## config.mk

```make
export PLATFORM = sky130hd
export DESIGN_NAME = if_fetch_unit
export DESIGN_NICKNAME = d
export VERILOG_FILES = /design/src/rtl/cpu_pkg.sv /design/src/rtl/fetch_out_buf.sv /design/src/rtl/if_fetch_unit.sv
export SDC_FILE = /design/constraint.sdc
export NUM_CORES = 1
export LEC_CHECK = 0
export ABC_AREA = 1
export CORE_UTILIZATION = 57
export CTS_CLUSTER_DIAMETER = 80
export CTS_CLUSTER_SIZE = 8
export DETAILED_ROUTE_END_ITERATION = 10
export DONT_BUFFER_PORTS = 1
export GPL_ROUTABILITY_DRIVEN = 0
export GPL_TIMING_DRIVEN = 1
export PLACE_DENSITY = 0.75
export SLEW_MARGIN = 40
export SYNTH_ARGS = -nofsm -noshare
export SYNTH_HDL_FRONTEND = slang
export SYNTH_SLANG_ARGS = --single-unit
export TNS_END_PERCENT = 100
```

## constraint.sdc

```tcl
create_clock -name clk -period 1.6 [get_ports clk]
set_clock_uncertainty 0.1 [all_clocks]
set_input_delay 0.32 -clock clk [delete_from_list [all_inputs] [get_ports clk]]
set_output_delay 0.32 -clock clk [all_outputs]
set_load 0.02 [all_outputs]
```

## src/rtl/cpu_pkg.sv

```systemverilog
`default_nettype none
// ============================================================================
// Module      : cpu_pkg
// Description : Shared CPU front-end types and defaults. These are used by the
//               fetch stage, the PC datapath and the instruction memory.
// Revision    : 1.0 - initial release
// ============================================================================
package cpu_pkg;

    localparam int          CPU_ADDR_W   = 32;
    localparam int          CPU_DATA_W   = 32;
    localparam logic [31:0] CPU_RESET_PC = 32'h0000_0000;
    localparam int          INSTR_BYTES  = 4;

    // Fetch sequencer states: waiting on memory, or presenting to decode
    typedef enum logic [0:0] {
        FETCH = 1'b0,
        OUT   = 1'b1
    } fetch_state_e;

endpackage
`default_nettype wire

```

## src/rtl/fetch_out_buf.sv

```systemverilog
`default_nettype none
// ============================================================================
// Module      : fetch_out_buf
// Description : Holding register for the fetched {instr, pc, pc+4} bundle.
//               It presents the bundle to decode with a valid/ready handshake.
//               A flush drops any held entry.
// Revision    : 1.0 - initial release
// ============================================================================
module fetch_out_buf
    import cpu_pkg::*;
#(
    parameter int ADDR_W = CPU_ADDR_W,
    parameter int DATA_W = CPU_DATA_W
) (
    input  logic              clk,
    input  logic              reset,
    input  logic              load,
    input  logic [DATA_W-1:0] load_instr,
    input  logic [ADDR_W-1:0] load_pc,
    input  logic [ADDR_W-1:0] load_pc4,
    input  logic              flush,
    input  logic              ready,
    output logic              valid,
    output logic [DATA_W-1:0] instr,
    output logic [ADDR_W-1:0] pc,
    output logic [ADDR_W-1:0] pc4
);

    // Flush beats load so a redirected fetch never surfaces; data holds under backpressure
    always_ff @(posedge clk) begin
        if (reset) begin
            valid <= 1'b0;
            instr <= '0;
            pc    <= '0;
            pc4   <= '0;
        end else if (flush) begin
            valid <= 1'b0;
        end else if (load) begin
            valid <= 1'b1;
            instr <= load_instr;
            pc    <= load_pc;
            pc4   <= load_pc4;
        end else if (valid && ready) begin
            valid <= 1'b0;
        end
    end

endmodule
`default_nettype wire

```

## src/rtl/if_fetch_unit.sv

```systemverilog
`default_nettype none
// ============================================================================
// Module      : if_fetch_unit
// Description : Instruction-fetch stage. It issues one imem request at a time,
//               sequences the PC by 4, and accepts branch/jump redirects.
//               If a redirect arrives while a request is in flight, that
//               request is completed and its data is dropped. Each fetched
//               instruction goes to decode via valid/ready. All outputs
//               are registered.
// Revision    : 1.0 - initial release
// ============================================================================
module if_fetch_unit
    import cpu_pkg::*;
#(
    parameter int                ADDR_W   = CPU_ADDR_W,
    parameter int                DATA_W   = CPU_DATA_W,
    parameter logic [ADDR_W-1:0] RESET_PC = ADDR_W'(CPU_RESET_PC)
) (
    input  logic              clk,
    input  logic              reset,
    output logic              imem_req,
    output logic [ADDR_W-1:0] imem_addr,
    input  logic              imem_ack,
    input  logic [DATA_W-1:0] imem_rdata,
    input  logic              redirect_valid,
    input  logic [ADDR_W-1:0] redirect_pc,
    output logic              id_valid,
    input  logic              id_ready,
    output logic [DATA_W-1:0] id_instr,
    output logic [ADDR_W-1:0] id_pc,
    output logic [ADDR_W-1:0] id_pc4
);

    fetch_state_e      state;
    logic [ADDR_W-1:0] pc;
    logic [ADDR_W-1:0] req_addr;
    logic              drop;

    logic [ADDR_W-1:0] req_addr_plus4;
    logic [ADDR_W-1:0] redirect_aligned;
    logic              ack_accept;
    logic              buf_load;

    // Wrap-around is natural: the sum is truncated to ADDR_W bits
    assign req_addr_plus4   = req_addr + ADDR_W'(INSTR_BYTES);
    assign redirect_aligned = redirect_pc & ~ADDR_W'(3);
    // An ack without an outstanding request is meaningless and ignored
    assign ack_accept       = imem_req && imem_ack;
    assign buf_load         = !reset && !redirect_valid && (state == FETCH)
                              && ack_accept && !drop;
    assign imem_addr        = req_addr;

    // Fetch sequencer: reset > redirect > normal FETCH/OUT sequencing
    always_ff @(posedge clk) begin
        if (reset) begin
            state    <= FETCH;
            pc       <= RESET_PC;
            req_addr <= RESET_PC;
            imem_req <= 1'b0;
            drop     <= 1'b0;
        end else if (redirect_valid) begin
            state <= FETCH;
            pc    <= redirect_aligned;
            if (ack_accept) begin
                // The data arriving now is wrong-path; nothing is left to drop
                imem_req <= 1'b0;
                drop     <= 1'b0;
            end else if (imem_req) begin
                // Keep the bus transaction alive, and discard its data when it lands
                drop <= 1'b1;
            end
        end else begin
            case (state)
                FETCH: begin
                    if (!imem_req) begin
                        imem_req <= 1'b1;
                        req_addr <= pc;
                    end else if (imem_ack) begin
                        imem_req <= 1'b0;
                        if (drop) begin
                            drop <= 1'b0;
                        end else begin
                            pc    <= req_addr_plus4;
                            state <= OUT;
                        end
                    end
                end
                OUT: begin
                    if (id_valid && id_ready) begin
                        state <= FETCH;
                    end
                end
                default: state <= FETCH;
            endcase
        end
    end

    fetch_out_buf #(
        .ADDR_W (ADDR_W),
        .DATA_W (DATA_W)
    ) u_out_buf (
        .clk        (clk),
        .reset      (reset),
        .load       (buf_load),
        .load_instr (imem_rdata),
        .load_pc    (req_addr),
        .load_pc4   (req_addr_plus4),
        .flush      (redirect_valid),
        .ready      (id_ready),
        .valid      (id_valid),
        .instr      (id_instr),
        .pc         (id_pc),
        .pc4        (id_pc4)
    );

endmodule
`default_nettype wire

```

==> results by group <==
Critical path
  • Data arrival time of the critical path: 1.90 ns
  • Critical register-to-register path startpoint: imem_addr[3]
  • Cell-by-cell trace of the critical path: ha_4 -> nand2_4 -> nor2_4 -> buf_4 -> nand3b_1 -> o21ai_1 -> nand3_1 -> a21oi_2
  • Maximum single-stage delay on the critical path: 0.36 ns
  • Critical Path Start Type: flip-flop
  • Largest fanout on the critical path: 3
  • Category of the worst setup path capture point: flip-flop
  • Kind of critical path: reg -> reg
  • Reg2reg end: pc[20]
  • Worst path required time: 1.86 ns
  • Slowest stage cell, crit path: dfxtp_4
  • Worst R2R Setup Slack: -0.04 ns
  • CP Launch Point: imem_addr[3]
  • Register-to-Register Path Depth: 8

CTS
  • Total of hold buffers inserted after clock tree synthesis: 30
  • Latest clock arrival within the worst-skew pair: 0.43 ns
  • Clock Path Buffers: 2
  • Total number of H-tree levels: 4
  • Clock Sinks: 162
  • Clock Root Buffer: clkbuf_16
  • Number of buffers created by CTS: 17
  • Clock transition at the registers of the reported paths: 0.06 ns
  • Clock tree from TritonCTS: done

Placed design
  • Count of port buffers added during placement: 0
  • Half-perimeter wire length after detailed placement: 13590 microns
  • Worst slack at placement: -0.08110 ns
  • Placed insts: 1083

Logic synthesis
  • Sequential area share after synthesis: 49.24%
  • Per-instance average area after synthesis: 7.159 sq um
  • Yosys warnings: 0
  • Number of unique standard cell types used by synthesis: 29
  • Synthesized net count: 990
  • Number of cells produced by synthesis: 920
  • Flip-flop and latch count after synthesis: 162
  • Mapped cell area: 6586 sq um

GRT
  • Number of antenna violations at the first check in global routing: 0
  • Global-route wire length before repair: 31030 microns
  • Global route total overflow: 0
  • Vias in the first global route: 6289
  • Tot GR Track Use: 34.21%
  • Maximum number of pins on one net before global-route repair: 68

Final layout
  • Number of antenna repair diodes: 0
  • Area used by multi-input combinational logic: 3084 sq um
  • Post-route core utilization: 76.54%
  • Total of fill cells in the finished design: 764
  • Area grow syn2layout: 28.19%
  • Area taken by flip-flops and latches: 3269 sq um
  • Final nets: 1071
  • Share of post-route cells with drive strength above 1: 20.61%
  • Final instance count without filler cells: 1154

Die
  • Die area: 11990 sq um
  • Core outline area: 11030 sq um
  • Initial Util: 59.71%
  • DIE WIDTH: 109.5 microns
  • Die Y-Extent: 109.5 microns
  • Floorplan row count: 38
  • Number of top-level design ports: 199

STA
  • Total setup violations reported at the end of the flow: 5
  • Final total negative setup slack: -0.1026 ns
  • Final Cycle Share: 102.5%
  • Fin Hold WS: -0.1250 ns
  • Max Transition Viols Final: 0
  • Setup repair after global routing missed its margin: true
  • Max Clock Freq: 0.6096 GHz
  • Worst-case setup margin in the final layout: -0.04046 ns
  • Final Hold Violating Endpoints: 62
  • Worst-case headroom to the max-slew limit: 70.32%
  • Slew at the pin with the worst max-slew slack: 0.4446 ns
  • Fin crit period: 1.640 ns

Run status
  • Result of the run: finished, violations left
  • Failing checks: negative hold slack, negative setup slack

Detailed routing
  • WL final: 21180 microns
  • Number of nets with antenna violations after routing: 0
  • Count of routing violations after the opening detailed-route iteration: 746
  • Number of vias per cell after detailed routing: 5.841
  • Post-route DRC violation count: 0
  • DR pass1 iterations: 6
  • Detailed-route wire length per cell: 18.35 microns
  • Overall via count from detail_route: 6741

Min path
  • Class of the tightest hold or removal check: in -> reg
  • Cell count of the worst hold path: 1
  • Worst Hold Endpoint: u_out_buf.pc[2]
  • Hold Path Origin: reset

Power and ir drop
  • Power density of the placed cells: 1122 nW/um^2
  • Static Leakage: 3.535 nW
  • Maximum ir drop on the vdd rail: 872.3 uV

Flow run
  • Max-capacitance violation count: 0
timing repair:
item                       CTS  global route
setup endpoints to repair   40            73
setup buffers                0             9
gates resized for setup     25            82
gates cloned                 0             1
hold endpoints to repair    92            62
pin swaps                    2            19
Yosys cell counts (all sizes together):
cell | instances | area share (%)
nand2 | 217 | 13
dfxtp | 162 | 49
nor2 | 149 | 8.9
o21ai | 102 | 7.8
a21oi | 99 | 7.5
inv | 72 | 4.1
nand3 | 42 | 3.2
buf | 32 | 2.8
clkbuf | 22 | 1.3
a31oi | 8 | 0.76
a211oi | 4 | 0.61
nand3b | 3 | 0.34
or2 | 2 | 0.19
a221oi | 1 | 0.13
a22oi | 1 | 0.11
ha | 1 | 0.19
nand4 | 1 | 0.095
o211ai | 1 | 0.11
o21bai | 1 | 0.11
worst max-delay path: cells and delay by family, from the launching register on:
family,cells,cell delay [ns]
simple gates,4,0.50
compound gates,2,0.32
fa+ha+maj,1,0.15
buf+inv,1,0.14
flops,1,0.36
cells in the final DEF, fill, tap and decap left out, drive strengths merged, types with 4 or more instances in the layout:
| master | n |
|---|---|
| nor2 | 149 |
| clkbuf | 24 |
| a31oi | 8 |
| a211oi | 4 |
| dfxtp | 162 |
| dlygate4sd3 | 30 |
| nand3 | 42 |
| buf | 85 |
| clkinv | 4 |
| nand2 | 217 |
| inv | 73 |
| o21ai | 102 |
| a21oi | 99 |
layer usage:
| metal | share of wire, % | track usage [%] |
|---|---|---|
| met3 | 11 | 11.56 |
| met1 | 39 | 41.63 |
| met2 | 46 | 54.27 |
| met4 | 3.5 | 16.48 |
| met5 | 0 | 0 |
area by class of cell:
type | count | area share, %
timing repair buffer | 116 | 12.52
multi-input combinational | 632 | 36.53
tap | 140 | 2.075
sequential | 162 | 38.72
clock buffer | 23 | 5.661
inverter | 72 | 3.260
clock inverter | 9 | 1.230
logic make-up after synthesis:
kind of cell    count (synthesis)  synth area share [%]
buf+inv                       126                 8.150
simple gates                  414                 25.30
compound gates                217                 17.12
fa+ha+maj                       1                0.1899
flops                         162                 49.24
per-stage QoR:
step           power, mW  cell area [sq um]
6_report           9.473               8443
2_1_floorplan      5.076               6589
4_1_cts            9.388               8092
5_1_grt            9.753               8443
3_5_place_dp       5.387               7138
3_3_place_gp       5.356               7138
worst max-delay path by stage:
stage / end / cells past startpoint
finish: pc[20] / 8
global route: imem_addr[25] / 8
CTS: pc[20] / 8
detailed placement: pc[28] / 9
global placement: u_out_buf.pc4[22] / 9
floorplan: u_out_buf.pc4[30] / 10
flip-flops by register name, summed over array words and instances (netlist names):
| register | flops |
|---|---|
| pc | 32 |
| u_out_buf.pc | 30 |
| u_out_buf.valid | 1 |
| u_out_buf.instr | 32 |
| u_out_buf.pc4 | 32 |
| imem_req | 1 |
| drop | 1 |
| state | 1 |
| imem_addr | 32 |
power by group:
| part | internal, mW | total, mW | switching (mW) |
|---|---|---|---|
| clock network | 2.41 | 4.00 | 1.58 |
| logic | 0.387 | 0.996 | 0.609 |
| registers | 4.23 | 4.48 | 0.251 |
| total | 7.03 | 9.47 | 2.44 |
Power figures use the tool's default switching activity.
